**src/rtl/perf_counter_unit.sv**
```systemverilog
// perf_counter_unit: saturating pipeline event counters plus an iterative
// restoring divider that periodically publishes cycles-per-instruction.
// Optional feature macro: PERF_OVERFLOW_FLAG_EN adds sticky ovf_flags[4:0]
// (bit0 stall, bit1 arith, bit2 mem, bit3 instr, bit4 cycle).
module perf_counter_unit #(
   parameter int unsigned CNT_WIDTH = 19
) (
   input  logic                 clk,
   input  logic                 rst,
   input  logic                 freeze,
   input  logic                 clear,
   input  logic                 stall,
   input  logic                 retire_valid,
   input  logic                 retire_is_arith,
   input  logic                 retire_is_mem,
   output logic [CNT_WIDTH-1:0] stall_count,
   output logic [CNT_WIDTH-1:0] aritmetric_count,
   output logic [CNT_WIDTH-1:0] memory_count,
   output logic [CNT_WIDTH-1:0] instruction_count,
   output logic [CNT_WIDTH-1:0] cycle_count,
   output logic [CNT_WIDTH-1:0] cpi,
   output logic                 cpi_valid
`ifdef PERF_OVERFLOW_FLAG_EN
   ,
   output logic [4:0]           ovf_flags
`endif
);

   localparam int unsigned NUM_CNT = 5;
   localparam int unsigned STEP_W  = $clog2(CNT_WIDTH + 1);
   localparam logic [CNT_WIDTH-1:0] CNT_MAX = '1;

   typedef enum logic [1:0] {
      IDLE,
      DIV,
      DONE
   } state_t;

   // Counter index map: 0 stall, 1 arith, 2 mem, 3 instr, 4 cycle
   logic [CNT_WIDTH-1:0] cnt_q [NUM_CNT];
   logic [NUM_CNT-1:0]   inc;

   state_t               state_q, state_d;
   logic [CNT_WIDTH-1:0] dq_q, dq_d;     // dividend shifts out MSB, quotient shifts in LSB
   logic [CNT_WIDTH-1:0] dvs_q, dvs_d;
   logic [CNT_WIDTH-1:0] rem_q, rem_d;
   logic [STEP_W-1:0]    step_q, step_d;
   logic [CNT_WIDTH-1:0] cpi_d;
   logic                 cpi_valid_d;
   logic [CNT_WIDTH:0]   rem_sh;
   logic [CNT_WIDTH-1:0] rem_sub;

   assign inc = {1'b1,
                 retire_valid,
                 retire_valid & retire_is_mem,
                 retire_valid & retire_is_arith,
                 stall};

   assign stall_count       = cnt_q[0];
   assign aritmetric_count  = cnt_q[1];
   assign memory_count      = cnt_q[2];
   assign instruction_count = cnt_q[3];
   assign cycle_count       = cnt_q[4];

   assign rem_sh  = {rem_q, dq_q[CNT_WIDTH-1]};
   assign rem_sub = CNT_WIDTH'(rem_sh - {1'b0, dvs_q});

   // Event counters: saturate at all-ones, hold while frozen
   always_ff @(posedge clk) begin
      if (rst || clear) begin
         for (int i = 0; i < NUM_CNT; i++) cnt_q[i] <= '0;
      end else if (!freeze) begin
         for (int i = 0; i < NUM_CNT; i++) begin
            if (inc[i] && (cnt_q[i] != CNT_MAX)) cnt_q[i] <= cnt_q[i] + CNT_WIDTH'(1);
         end
      end
   end

`ifdef PERF_OVERFLOW_FLAG_EN
   // Sticky flag per counter: increment attempted while already saturated
   always_ff @(posedge clk) begin
      if (rst || clear) begin
         ovf_flags <= '0;
      end else if (!freeze) begin
         for (int i = 0; i < NUM_CNT; i++) begin
            if (inc[i] && (cnt_q[i] == CNT_MAX)) ovf_flags[i] <= 1'b1;
         end
      end
   end
`endif

   // Divider FSM state and datapath registers
   always_ff @(posedge clk) begin
      if (rst) begin
         state_q   <= IDLE;
         dq_q      <= '0;
         dvs_q     <= '0;
         rem_q     <= '0;
         step_q    <= '0;
         cpi       <= '0;
         cpi_valid <= 1'b0;
      end else begin
         state_q   <= state_d;
         dq_q      <= dq_d;
         dvs_q     <= dvs_d;
         rem_q     <= rem_d;
         step_q    <= step_d;
         cpi       <= cpi_d;
         cpi_valid <= cpi_valid_d;
      end
   end

   // Divider next-state: snapshot, one restoring step per cycle, publish
   always_comb begin
      state_d     = state_q;
      dq_d        = dq_q;
      dvs_d       = dvs_q;
      rem_d       = rem_q;
      step_d      = step_q;
      cpi_d       = cpi;
      cpi_valid_d = 1'b0;
      if (clear) begin
         state_d = IDLE;
      end else if (!freeze) begin
         case (state_q)
            IDLE: begin
               if (cnt_q[3] != '0) begin
                  dq_d    = cnt_q[4];
                  dvs_d   = cnt_q[3];
                  rem_d   = '0;
                  step_d  = '0;
                  state_d = DIV;
               end
            end
            DIV: begin
               if (rem_sh >= {1'b0, dvs_q}) begin
                  rem_d = rem_sub;
                  dq_d  = {dq_q[CNT_WIDTH-2:0], 1'b1};
               end else begin
                  rem_d = rem_sh[CNT_WIDTH-1:0];
                  dq_d  = {dq_q[CNT_WIDTH-2:0], 1'b0};
               end
               step_d = step_q + STEP_W'(1);
               if (step_q == STEP_W'(CNT_WIDTH - 1)) state_d = DONE;
            end
            DONE: begin
               cpi_d       = dq_q;
               cpi_valid_d = 1'b1;
               state_d     = IDLE;
            end
            default: state_d = IDLE;
         endcase
      end
   end

endmodule
```
**config.mk**
```make
export PLATFORM = sky130hd
export DESIGN_NAME = perf_counter_unit
export DESIGN_NICKNAME = d
export VERILOG_FILES = /design/src/rtl/perf_counter_unit.sv
export SDC_FILE = /design/constraint.sdc
export NUM_CORES = 1
export LEC_CHECK = 0
export ABC_AREA = 1
export CORE_MARGIN = 8
export CORE_UTILIZATION = 57
export DETAILED_ROUTE_END_ITERATION = 10
export PLACE_DENSITY_LB_ADDON = 0.1
export SYNTH_ARGS = -nofsm -noshare
export SYNTH_HDL_FRONTEND = slang
export SYNTH_SLANG_ARGS = --single-unit
```
**constraint.sdc**
```tcl
create_clock -name clk -period 3.06 [get_ports clk]
set_input_delay 0.612 -clock clk [delete_from_list [all_inputs] [get_ports clk]]
set_output_delay 0.612 -clock clk [all_outputs]
set_load 0.1 [all_outputs]
```
==> results.md <==
- Cells along the critical path: inv_1, ha_1, inv_1, fa_1, nand3_1, nand3_1, nand3_1, nand3_1, nand2_1, nand2_1, buf_4, nand3_1, nand3_1, a21oi_1
- Worst Reg2Reg Path Length in Cells: 14
- Hold WS: 0.4706 ns
- GRT Total Usage: 0.2276
- Post-detail-place hpwl: 17.89 mm
- Starting Density: 0.5774
- Register area: 4534 µm²
- Area delta synth->final: 16.97%
- Worst Path Required: 3.42 ns
- Die area: 22630 µm²
- Fmax: 0.3921 GHz
- Nets@finish: 1440
- Startpoint types: register
- Resize count post-CTS: 0
- Placed cells: 1614
- DRT Wirelength: 25.31 mm
- Top cell type's share of synthesized area: 0.2769
- Status: completed
- Gpl congestion: 0.9301
- Fin area: 12050 µm²
- Largest cells by area after synthesis: edfxtp_1 28%, dfxtp_1 16%, nand2_1 9.4%
- Worst Hold Class: reg -> reg
- CP Data Arrival Time: 2.91 ns
- Die Span X: 150.4 µm
- Crit Path Max Fanout: 11
- CTS sink count: 179
- Cells on Worst Hold Path: 2
- CTS buffer count: 17
- Worst slew pin tran: 0.5955 ns
- Reg-to-Reg Start: dq_q[18]
- Hold endpoint: dvs_q[8]
- Slew Viols, Final: 0
- Synth warnings: 0
- Clock skew: 0.01656 ns
- Critical R2R Capture: rem_q[11]
- Row count: 49
- Flop-to-flop setup slack: 0.51 ns
- Maxcap violations: 0
- Filler cell count: 1525
- Clk_lat worst skew: 0.44 ns
- Final worst slack: 0.5097 ns
- First-pass GRT wire length: 41.91 mm
- Fin. Hold Viols: 0
- Port bufs: 122
- Share of cells above drive strength 1: 0.1291
- Setup tns final: 0 ns
- Final setup viols: 0
- Crit path kind: reg -> reg
- Leakage: 5.129 nW
- CP delay by family, top: simple AND/OR/NAND/NOR gates
- Post-Syn Area: 10300 µm²
- Post-place setup slack: 0.4194 ns
- Max stage delay on crit path: 0.43 ns
- Core ar.: 17840 µm²
- Rel. slew slack: 0.6030
- Die Y: 150.4 µm
- Synthesized flop and latch total: 179
- Min-delay src: dvs_q[8]
- Sequential element share of the synthesized area: 0.4402
- Avg WL per Cell: 15.38 µm
- Post-CTS Hold Fix Bufs: 0
- Cell variety after synth: 34
- Pwr dens: 566.6 nW/µm²
- Post-route ant nets: 0
- Clk root buf: clkbuf_16
- Post-synthesis cell count: 1299
- 1st-pass router iterations: 5
- Post-Syn Nets: 1335
- CTS Buffer Depth: 2
- Placed inst area: 11450 µm²
- Worst IR Drop VDD: 0.4061 mV
- Fin crit share: 0.8334
- Minimum clock period: 2.550 ns
- Reg clk slew, reported paths: 0.07 ns
- Vias/cell: 5.448
- I/O pin cnt: 123
- Avg Inst Size Synth: 7.930 µm²
- RSZ-0062 raised after global routing: false
- Largest net degree at the start of global routing: 58
- Synth area leader: edfxtp_1
- Remaining global-route overflow: 0
- Crit path launch: dq_q[18]
- Crit end category: register
- CP bufs+invs: 3
- Antenna cells: 0
- Number of global-route vias before repair: 8484
- Finished Layout Cells: 1646
- H-tree depth: 4
- DR vias: 8967
- CTS tree: done
- Multi-input logic area: 4885 µm²
- Slowest CP cell: fa_1
- Most used cell, CP: nand3_1
- # DRC: 0
- Initial DRC count: 529
- Initial antenna violation count: 0
- Setup Buffers After CTS: 0
-- power by group --
part / leakage (nW) / internal (W) / switching (W) / total [W]
combinational: 3.09 / 0.000415 / 0.00131 / 0.00173
clock: 0.299 / 0.00126 / 0.000972 / 0.00223
sequential: 1.74 / 0.00269 / 0.000179 / 0.00287
total: 5.13 / 0.00436 / 0.00246 / 0.00683
-- flip-flops by register name, summed over array words and instances, names as in the netlist --
name,flops
cpi,19
state_q,2
cnt_q,95
rem_q,19
step_q,5
cpi_valid,1
dq_q,19
dvs_q,19
-- area by class of cell --
cell class / count / area share
Clock inverter: 11 / 0.009034
Inverter: 164 / 0.05109
Clock buffer: 21 / 0.04091
Sequential cell: 179 / 0.3763
Timing Repair Buffer: 141 / 0.09346
Tap cell: 229 / 0.02378
Multi-Input combinational cell: 901 / 0.4054
-- stage by stage --
step                      total power [W]    util
after floorplan                  0.004251       -
after global placement           0.004627  0.6416
after detailed placement         0.004641  0.6416
after CTS                        0.006865  0.6754
after global routing             0.007095  0.6754
final                            0.006827  0.6754
-- worst reg2reg max path, stage by stage, from the launching register on --
cell and delay [ns]:
dfxtp_1 0.30, inv_1 0.10, ha_1 0.16, inv_1 0.07, fa_1 0.43, nand3_1 0.13, nand3_1 0.16, nand3_1 0.13
nand3_1 0.09, nand2_1 0.09, nand2_1 0.25, buf_4 0.29, nand3_1 0.09, nand3_1 0.07, a21oi_1 0.12
-- logic make-up (layout without fill, tap and decap cells) --
group	after synthesis	count (layout)	share of synthesized area
flops	179	179	0.4402
simple gates	518	518	0.2235
buf+inv	219	337	0.08697
fa+ha+maj	28	28	0.03474
xor+xnor	91	91	0.07737
compound gates	264	264	0.1373
-- cell usage in the layout, fill, tap and decap left out, drive strengths merged, types with 2 or more instances in the layout --
master	Yosys	routed
a21boi	34	34
a21oi	150	150
buf	28	134
clkbuf	27	21
clkdlybuf4s50	0	7
clkinv	0	3
dfxtp	84	84
edfxtp	95	95
ha	27	27
inv	164	170
nand2	259	259
nand3	88	88
nand3b	17	17
nand4	26	26
nor2	88	88
nor3	27	27
nor3b	2	2
nor4	7	7
o21ai	77	77
or2	3	3
xnor2	45	45
xor2	46	46
-- Yosys cell counts --
master	number
or2_2	3
inv_1	164
nor3_2	1
nor2_2	8
and2_1	1
a21boi_0	34
a31oi_1	1
nand3_1	86
nor4_1	7
edfxtp_1	95
ha_1	27
nor2_4	1
nor3b_2	1
nand2_2	1
clkbuf_1	27
nor3b_1	1
o211a_1	1
nand3_2	2
nor3_1	26
fa_1	1
xor2_1	46
o21ai_1	1
dfxtp_1	84
buf_6	7
nor2_1	79
nand4_1	26
buf_2	17
o22ai_1	1
nand3b_1	17
a21oi_1	150
nand2_1	258
o21ai_0	76
xnor2_1	45
buf_1	4
-- layer usage --
layer,vias up,GRT usage,part of all wire
met5,-,0,0
met4,0,0.06397,0.014
met3,26,0.05891,0.067
met2,279,0.3603,0.46
met1,4134,0.3021,0.46
li1,4528,-,-
-- how the worst max path moves through the flow --
stage / end / slack, ns / depth (start not counted)
after floorplan: cnt_q[4][0] / 0.13 / 12
after global placement: cnt_q[0][5] / 0.50 / 7
after detailed placement: cnt_q[2][14] / 0.42 / 9
after CTS: rem_q[9] / 0.50 / 14
after global routing: rem_q[10] / 0.25 / 14
final: rem_q[11] / 0.51 / 14
Power figures use the tool's default switching activity.
